## config.mk

```make
export PLATFORM = sky130hd
export DESIGN_NAME = gmii_tx_monitor
export DESIGN_NICKNAME = d
export VERILOG_FILES = /design/src/rtl/gmii_tx_monitor.sv
export SDC_FILE = /design/constraint.sdc
export NUM_CORES = 1
export LEC_CHECK = 0
export ABC_AREA = 1
export CAP_MARGIN = 10
export CORE_UTILIZATION = 52
export DETAILED_ROUTE_END_ITERATION = 10
export MAX_ROUTING_LAYER = met4
export PLACE_DENSITY = 0.8
export SLEW_MARGIN = 20
export SYNTH_ARGS = -nofsm -noshare
export SYNTH_HDL_FRONTEND = slang
export SYNTH_SLANG_ARGS = --single-unit
```

## constraint.sdc

```tcl
create_clock -name clk -period 2.25 [get_ports clk]
set_input_delay 0.675 -clock clk [delete_from_list [all_inputs] [get_ports clk]]
set_output_delay 0.675 -clock clk [all_outputs]
set_load 0.05 [all_outputs]
```

## src/rtl/gmii_tx_monitor.sv

```systemverilog
// rtl/gmii_tx_monitor.sv - GMII/MII transmit-path terminator with FCS, length and framing checks
//
// Purpose: receives the MAC's GMII/MII transmit stream, strips preamble/SFD,
// re-emits the frame payload (FCS removed) on an AXI-stream master with no
// backpressure, checks the CRC-32 residue and frame length, and keeps
// saturating good/bad frame counters plus the status of the last frame.
//
// Ports:
//   clk, rst                  tx clock, synchronous active-high reset
//   clk_enable                qualifies every GMII byte / MII nibble sample
//   mii_select                1 = MII nibbles on gmii_txd[3:0], 0 = GMII bytes
//   gmii_txd/tx_en/tx_er      MAC transmit signals
//   m_axis_t*                 payload byte stream; tuser = frame bad on tlast
//   frame_good/bad_count      saturating frame counters
//   last_length, last_fcs     length (FCS included) and FCS field of last frame
//   status_fcs_error          one-cycle pulse on CRC residue mismatch
//   status_framing_error      one-cycle pulse on preamble/SFD error, abort, runt
module gmii_tx_monitor #(
    parameter int MIN_FRAME_LENGTH = 64,
    parameter int MAX_FRAME_LENGTH = 1518,
    parameter int CNT_WIDTH        = 16
) (
    input  logic                 clk,
    input  logic                 rst,
    input  logic                 clk_enable,
    input  logic                 mii_select,
    input  logic [7:0]           gmii_txd,
    input  logic                 gmii_tx_en,
    input  logic                 gmii_tx_er,
    output logic [7:0]           m_axis_tdata,
    output logic                 m_axis_tvalid,
    output logic                 m_axis_tlast,
    output logic                 m_axis_tuser,
    output logic [CNT_WIDTH-1:0] frame_good_count,
    output logic [CNT_WIDTH-1:0] frame_bad_count,
    output logic [15:0]          last_length,
    output logic [31:0]          last_fcs,
    output logic                 status_fcs_error,
    output logic                 status_framing_error
);

    localparam logic [15:0] MIN_LEN     = 16'(MIN_FRAME_LENGTH);
    localparam logic [15:0] MAX_LEN     = 16'(MAX_FRAME_LENGTH);
    // Residue of a good frame in MSB-first form; the register runs reflected,
    // so it is bit-reversed before the compare.
    localparam logic [31:0] CRC_RESIDUE = 32'hC704DD7B;

    typedef enum logic [1:0] {
        S_IDLE,
        S_PREAMBLE,
        S_PAYLOAD,
        S_DROP
    } state_t;

    state_t      state;
    logic        armed;
    logic        nib_phase;
    logic [3:0]  nib_low;
    logic        nib_er;
    logic [3:0]  pre_cnt;
    logic [31:0] crc;
    logic [15:0] len;
    logic        err;
    // Five-byte delay line: slot k is dly[8k +: 8]; slot 0 newest, slot 4 oldest.
    logic [39:0] dly;
    logic [2:0]  fill;

    logic [7:0]  smp_byte;
    logic        smp_er;
    logic        byte_vld;
    logic        frame_end;
    logic        odd_end;
    logic        residue_ok;
    logic        frame_bad;

    function automatic logic [31:0] crc_byte(input logic [31:0] c, input logic [7:0] d);
        logic [31:0] r;
        r = c ^ {24'd0, d};
        for (int i = 0; i < 8; i++) begin
            r = r[0] ? ((r >> 1) ^ 32'hEDB88320) : (r >> 1);
        end
        return r;
    endfunction

    function automatic logic [31:0] bit_reverse32(input logic [31:0] v);
        logic [31:0] r;
        for (int i = 0; i < 32; i++) begin
            r[i] = v[31-i];
        end
        return r;
    endfunction

    function automatic logic [CNT_WIDTH-1:0] sat_inc(input logic [CNT_WIDTH-1:0] v);
        return (&v) ? v : v + 1'b1;
    endfunction

    // Byte assembly: a byte is complete on every enabled GMII sample, or on
    // the second enabled nibble in MII mode.
    always_comb begin
        smp_byte  = gmii_txd;
        smp_er    = gmii_tx_er;
        byte_vld  = 1'b0;
        frame_end = 1'b0;
        odd_end   = 1'b0;
        if (clk_enable) begin
            if (!gmii_tx_en) begin
                frame_end = 1'b1;
                odd_end   = mii_select & nib_phase;
            end else if (!mii_select) begin
                byte_vld = 1'b1;
            end else if (nib_phase) begin
                byte_vld = 1'b1;
                smp_byte = {gmii_txd[3:0], nib_low};
                smp_er   = gmii_tx_er | nib_er;
            end
        end
    end

    assign residue_ok = (bit_reverse32(crc) == CRC_RESIDUE);
    assign frame_bad  = !residue_ok || err || odd_end || (len < MIN_LEN) || (len > MAX_LEN);

    always_ff @(posedge clk) begin
        if (rst) begin
            state                <= S_IDLE;
            armed                <= 1'b0;
            nib_phase            <= 1'b0;
            nib_low              <= 4'd0;
            nib_er               <= 1'b0;
            pre_cnt              <= 4'd0;
            crc                  <= 32'hFFFFFFFF;
            len                  <= 16'd0;
            err                  <= 1'b0;
            dly                  <= 40'd0;
            fill                 <= 3'd0;
            m_axis_tdata         <= 8'd0;
            m_axis_tvalid        <= 1'b0;
            m_axis_tlast         <= 1'b0;
            m_axis_tuser         <= 1'b0;
            frame_good_count     <= '0;
            frame_bad_count      <= '0;
            last_length          <= 16'd0;
            last_fcs             <= 32'd0;
            status_fcs_error     <= 1'b0;
            status_framing_error <= 1'b0;
        end else begin
            m_axis_tvalid        <= 1'b0;
            m_axis_tlast         <= 1'b0;
            m_axis_tuser         <= 1'b0;
            status_fcs_error     <= 1'b0;
            status_framing_error <= 1'b0;

            if (clk_enable) begin
                if (!gmii_tx_en) begin
                    nib_phase <= 1'b0;
                    armed     <= 1'b1;
                end else if (mii_select) begin
                    if (!nib_phase) begin
                        nib_low   <= gmii_txd[3:0];
                        nib_er    <= gmii_tx_er;
                        nib_phase <= 1'b1;
                    end else begin
                        nib_phase <= 1'b0;
                    end
                end

                case (state)
                    S_IDLE: begin
                        // Disarmed after reset until tx_en is seen low, so a
                        // reset mid-frame never locks onto payload bytes.
                        if (byte_vld && armed) begin
                            if (smp_byte == 8'h55) begin
                                state   <= S_PREAMBLE;
                                pre_cnt <= 4'd1;
                            end else begin
                                state <= S_DROP;
                            end
                        end
                    end

                    S_PREAMBLE: begin
                        if (frame_end) begin
                            state                <= S_IDLE;
                            status_framing_error <= 1'b1;
                            frame_bad_count      <= sat_inc(frame_bad_count);
                        end else if (byte_vld) begin
                            if (smp_byte == 8'h55) begin
                                if (pre_cnt == 4'd7) begin
                                    state                <= S_DROP;
                                    status_framing_error <= 1'b1;
                                    frame_bad_count      <= sat_inc(frame_bad_count);
                                end else begin
                                    pre_cnt <= pre_cnt + 4'd1;
                                end
                            end else if (smp_byte == 8'hD5) begin
                                state <= S_PAYLOAD;
                                crc   <= 32'hFFFFFFFF;
                                len   <= 16'd0;
                                err   <= 1'b0;
                                fill  <= 3'd0;
                            end else begin
                                state                <= S_DROP;
                                status_framing_error <= 1'b1;
                                frame_bad_count      <= sat_inc(frame_bad_count);
                            end
                        end
                    end

                    S_PAYLOAD: begin
                        if (frame_end) begin
                            state <= S_IDLE;
                            if (len < 16'd5) begin
                                status_framing_error <= 1'b1;
                                frame_bad_count      <= sat_inc(frame_bad_count);
                            end else begin
                                m_axis_tvalid        <= 1'b1;
                                m_axis_tdata         <= dly[39:32];
                                m_axis_tlast         <= 1'b1;
                                m_axis_tuser         <= frame_bad;
                                last_length          <= len;
                                last_fcs             <= {dly[7:0], dly[15:8], dly[23:16], dly[31:24]};
                                status_fcs_error     <= !residue_ok;
                                status_framing_error <= odd_end;
                                if (frame_bad) begin
                                    frame_bad_count <= sat_inc(frame_bad_count);
                                end else begin
                                    frame_good_count <= sat_inc(frame_good_count);
                                end
                            end
                        end else if (byte_vld) begin
                            crc <= crc_byte(crc, smp_byte);
                            len <= (&len) ? len : len + 16'd1;
                            err <= err | smp_er;
                            dly <= {dly[31:0], smp_byte};
                            // The last four bytes held back are the FCS.
                            if (fill == 3'd5) begin
                                m_axis_tvalid <= 1'b1;
                                m_axis_tdata  <= dly[39:32];
                            end else begin
                                fill <= fill + 3'd1;
                            end
                        end
                    end

                    S_DROP: begin
                        if (frame_end) begin
                            state <= S_IDLE;
                        end
                    end

                    default: state <= S_IDLE;
                endcase
            end
        end
    end

endmodule

```

==> metrics.csv <==
stage,metric,value,unit
drt,Vias/cell,5.53,
worst_setup_path,"CP delay by family, top",simple AND/OR/NAND/NOR gates,
worst_setup_path,Max Fanout on Critical Path,8,
worst_setup_path,CP Cell Sequence,buf_2 -> nand2_4 -> nor2_4 -> nand2_2 -> nand2_2 -> nand2_2 -> nor2_2 -> nand2_2 -> buf_6 -> o211ai_4 -> buf_6 -> nor2_4 -> a21oi_2 -> nor2_1,
drt,post-route ant nets,0,
global_route,gr busiest metal,met2,
drt,DRT iter0 DRCs,1026,
place,port bufs,106,
clocking,clock sinks,198,
worst_setup_path,Worst Setup Start Kind,input port,
global_route,first-pass GRT wire length,48600,µm
yosys,synth warn,0,
drt,drt pass-1 iters,5,
sta,maximum clock frequency,0.448,GHz
final_layout,# diodes,0,
global_route,met2 Use GR,0.499,
final_layout,filler instances,1527,
global_route,largest net degree at the start of global routing,61,
yosys,synth top area cells,"dfxtp_1 39%, nand2_1 11%, nor2_1 8.5%",
global_route,met3 GRT Util,0.0508,
sta,RSZ-0062 raised after global routing,true,
worst_setup_path,cells on worst reg2reg path,13,
power_and_ir_drop,Leak,0.00640,µW
die,FP Rows,50,
worst_setup_path,Setup crit end kind,flop,
worst_setup_path,max incr delay on CP,0.27,ns
clocking,Clock Tree Buf Depth,2,
final_layout,P&R area growth vs syn,31.2,%
drt,DRC violations left,0,
clocking,CTS Root Cell,clkbuf_16,
yosys,Post-synth EDFFs,0,
place,RePlAce Congestion,0.966,
drt,DRT Wirelength,30400,µm
place,Detail Placement HPWL,20700,µm
global_route,antenna violations before repair,0,
power_and_ir_drop,Peak VDD IR,0.540,mV
place,worst slack at placement,-0.846,ns
outcome,outcome,"finished, final reports clean",
yosys,Syn Nets,1519,
power_and_ir_drop,Design Power,10800,µW
sta,Slew Limit Fails,0,
worst_setup_path,worst endpoint data arrival time,2.58,ns
sta,Final Hold Viols,0,
global_route,global route overflow,0,
sta,fin crit share,0.991,
yosys,asr flop ratio synth,0,
worst_setup_path,WP data required,2.60,ns
die,Die W,142,µm
place,placed inst area,0.0124,mm²
job,Max-cap violations,0,
worst_setup_path,crit-path most repeated cell,nand2_2,
final_layout,Final Cell Area,0.0134,mm²
global_route,Tot GR Track Use,0.310,
die,die height,142,µm
final_layout,share of cells above drive strength 1,0.168,
final_layout,Final #Nets,1736,
sta,# setup viols final,0,
sta,worst-margin pin slew,0.712,ns
clocking,Num CTS Buffers,17,
yosys,most numerous cell in the Yosys netlist,nand2_1,
yosys,Synth top cells by count,"304 x nand2_1, 230 x nor2_1, 198 x dfxtp_1",
global_route,number of global-route vias before repair,9905,
power_and_ir_drop,Power Dens Cells,808,mW/mm²
die,core area,0.0190,mm²
die,area of the die,0.0201,mm²
final_layout,Seq. cell area,0.00397,mm²
die,starting density of the core,0.537,
worst_setup_path,CP Class,input port to flop,
yosys,Mapped Area,0.0102,mm²
yosys,"Avg Cell Area, Syn",6.82,µm²
worst_setup_path,Worst path depth,14,
yosys,sequential area share after synthesis,0.389,
sta,Relative slew margins,0.525,
global_route,met1 Usage GRT,0.397,
clocking,clk_lat worst skew,0.46,ns
sta,fin crit period,2.23,ns
clocking,H-Tree Depth,4,
yosys,Synth cell types,40,
worst_setup_path,CP max-delay cell,nor2_4,
clocking,Worst-path clk slew,0.08,ns
yosys,ys flop type,dfxtp_1,
drt,Wirelength per Cell,15.3,µm
worst_hold_path,Hold Path Depth,2,
yosys,largest area contributor in the netlist,dfxtp_1,
yosys,Yosys reg bits,198,
clocking,CTS Hold Bufs,0,
sta,setup TNS,0,ns
sta,worst setup margin,0.0192,ns
die,Ports,107,
yosys,Synth top area share,0.389,
final_layout,multi-input logic area,0.00565,mm²
worst_hold_path,HP Class,flop to flop,
clocking,TritonCTS clock tree,built,
drt,routed vias,11000,
worst_setup_path,CP Buf/Inv Count,3,
yosys,Cells after Synth,1494,
sta,skew final,0.0166,ns
==> layout by cell type (no fill, tap or decap), drive strengths merged, types with 2 or more instances in the layout <==
cell           count
nor3              33
nand2            325
xnor2             10
xor2              58
inv              131
dlygate4sd2       77
o21bai             2
nor4               6
o211ai            19
nand4             45
ha                11
a21oi            100
nor2             238
clkinv             9
a31oi              4
clkbuf            17
dlymetal6s2s      10
buf              171
clkdlybuf4s50      3
o21ai            146
dfxtp            198
nand3            103
==> logic make-up (layout without fill, tap and decap cells) <==
family                     after synthesis  count (layout)  share of synthesized area
and+or+nand+nor                        749             752                      0.317
AOI/OAI and AO/OA                      276             276                      0.145
DFF                                    198             198                      0.389
buffers and inverters                  192             419                     0.0768
xor gates and xnor gates                68              68                     0.0585
adders and majority gates               11              11                     0.0135
==> sequential cells by signal (all words and copies together) (netlist names), 2 cells and up <==
signal            cells
pre_cnt               4
state                 2
frame_good_count     16
last_length          16
m_axis_tdata          8
last_fcs             32
len                  16
frame_bad_count      16
dly                  40
nib_low               4
fill                  3
crc                  32
==> worst paths after layout <==
kind	start	to	slack (ns)
setup / recovery	mii_select	len[4]	0.02
hold / removal	m_axis_tdata[5]	m_axis_tdata[5]	0.46
setup reg to reg	nib_phase	len[4]	0.02
hold reg to reg	m_axis_tdata[5]	m_axis_tdata[5]	0.46
==> tightest hold or removal path: stages (launching register included) <==
cell     delay (ns)
dfxtp_1        0.31
nand2_1        0.06
a21oi_1        0.05
==> power by group <==
group | leakage [µW] | internal, µW | switching [µW]
clock | 0.000313 | 1580 | 1710
sequential | 0.00160 | 3740 | 203
combinational | 0.00449 | 1440 | 2130
total | 0.00640 | 6760 | 4040
==> timing repair <==
action / in CTS / in global routing
resized for setup: 102 / 69
endpoints found under the setup margin: 164 / 82
buffers inserted: 3 / 7
pin swaps: 10 / 22
gates cloned: 5 / 0
==> layer usage <==
metal | vias up | wire (µm) | part of all wire
li1 | 5351 | - | -
met5 | - | 0 | 0
met3 | 77 | 2390 | 0.078
met1 | 5055 | 13100 | 0.43
met4 | 0 | 756 | 0.025
met2 | 491 | 14200 | 0.47
==> stage by stage <==
| stage | hold WS, ns | instances | util |
|---|---|---|---|
| after floorplan | 0.431 | 1494 | - |
| after global placement | 0.451 | 1938 | 0.657 |
| after detailed placement | 0.455 | 1938 | 0.657 |
| after CTS | 0.465 | 1978 | 0.695 |
| after global routing | 0.497 | 1984 | 0.705 |
| final | 0.462 | 1984 | 0.705 |
==> area by class of cell <==
cell class	instances	share of cell area
repair buffers	261	0.170
clock buffers	17	0.0318
clock inverters	15	0.0172
inverters	126	0.0362
well taps	260	0.0244
multi-input cells	1107	0.423
flip-flops and latches	198	0.297
(Power assumes the default switching activity.)
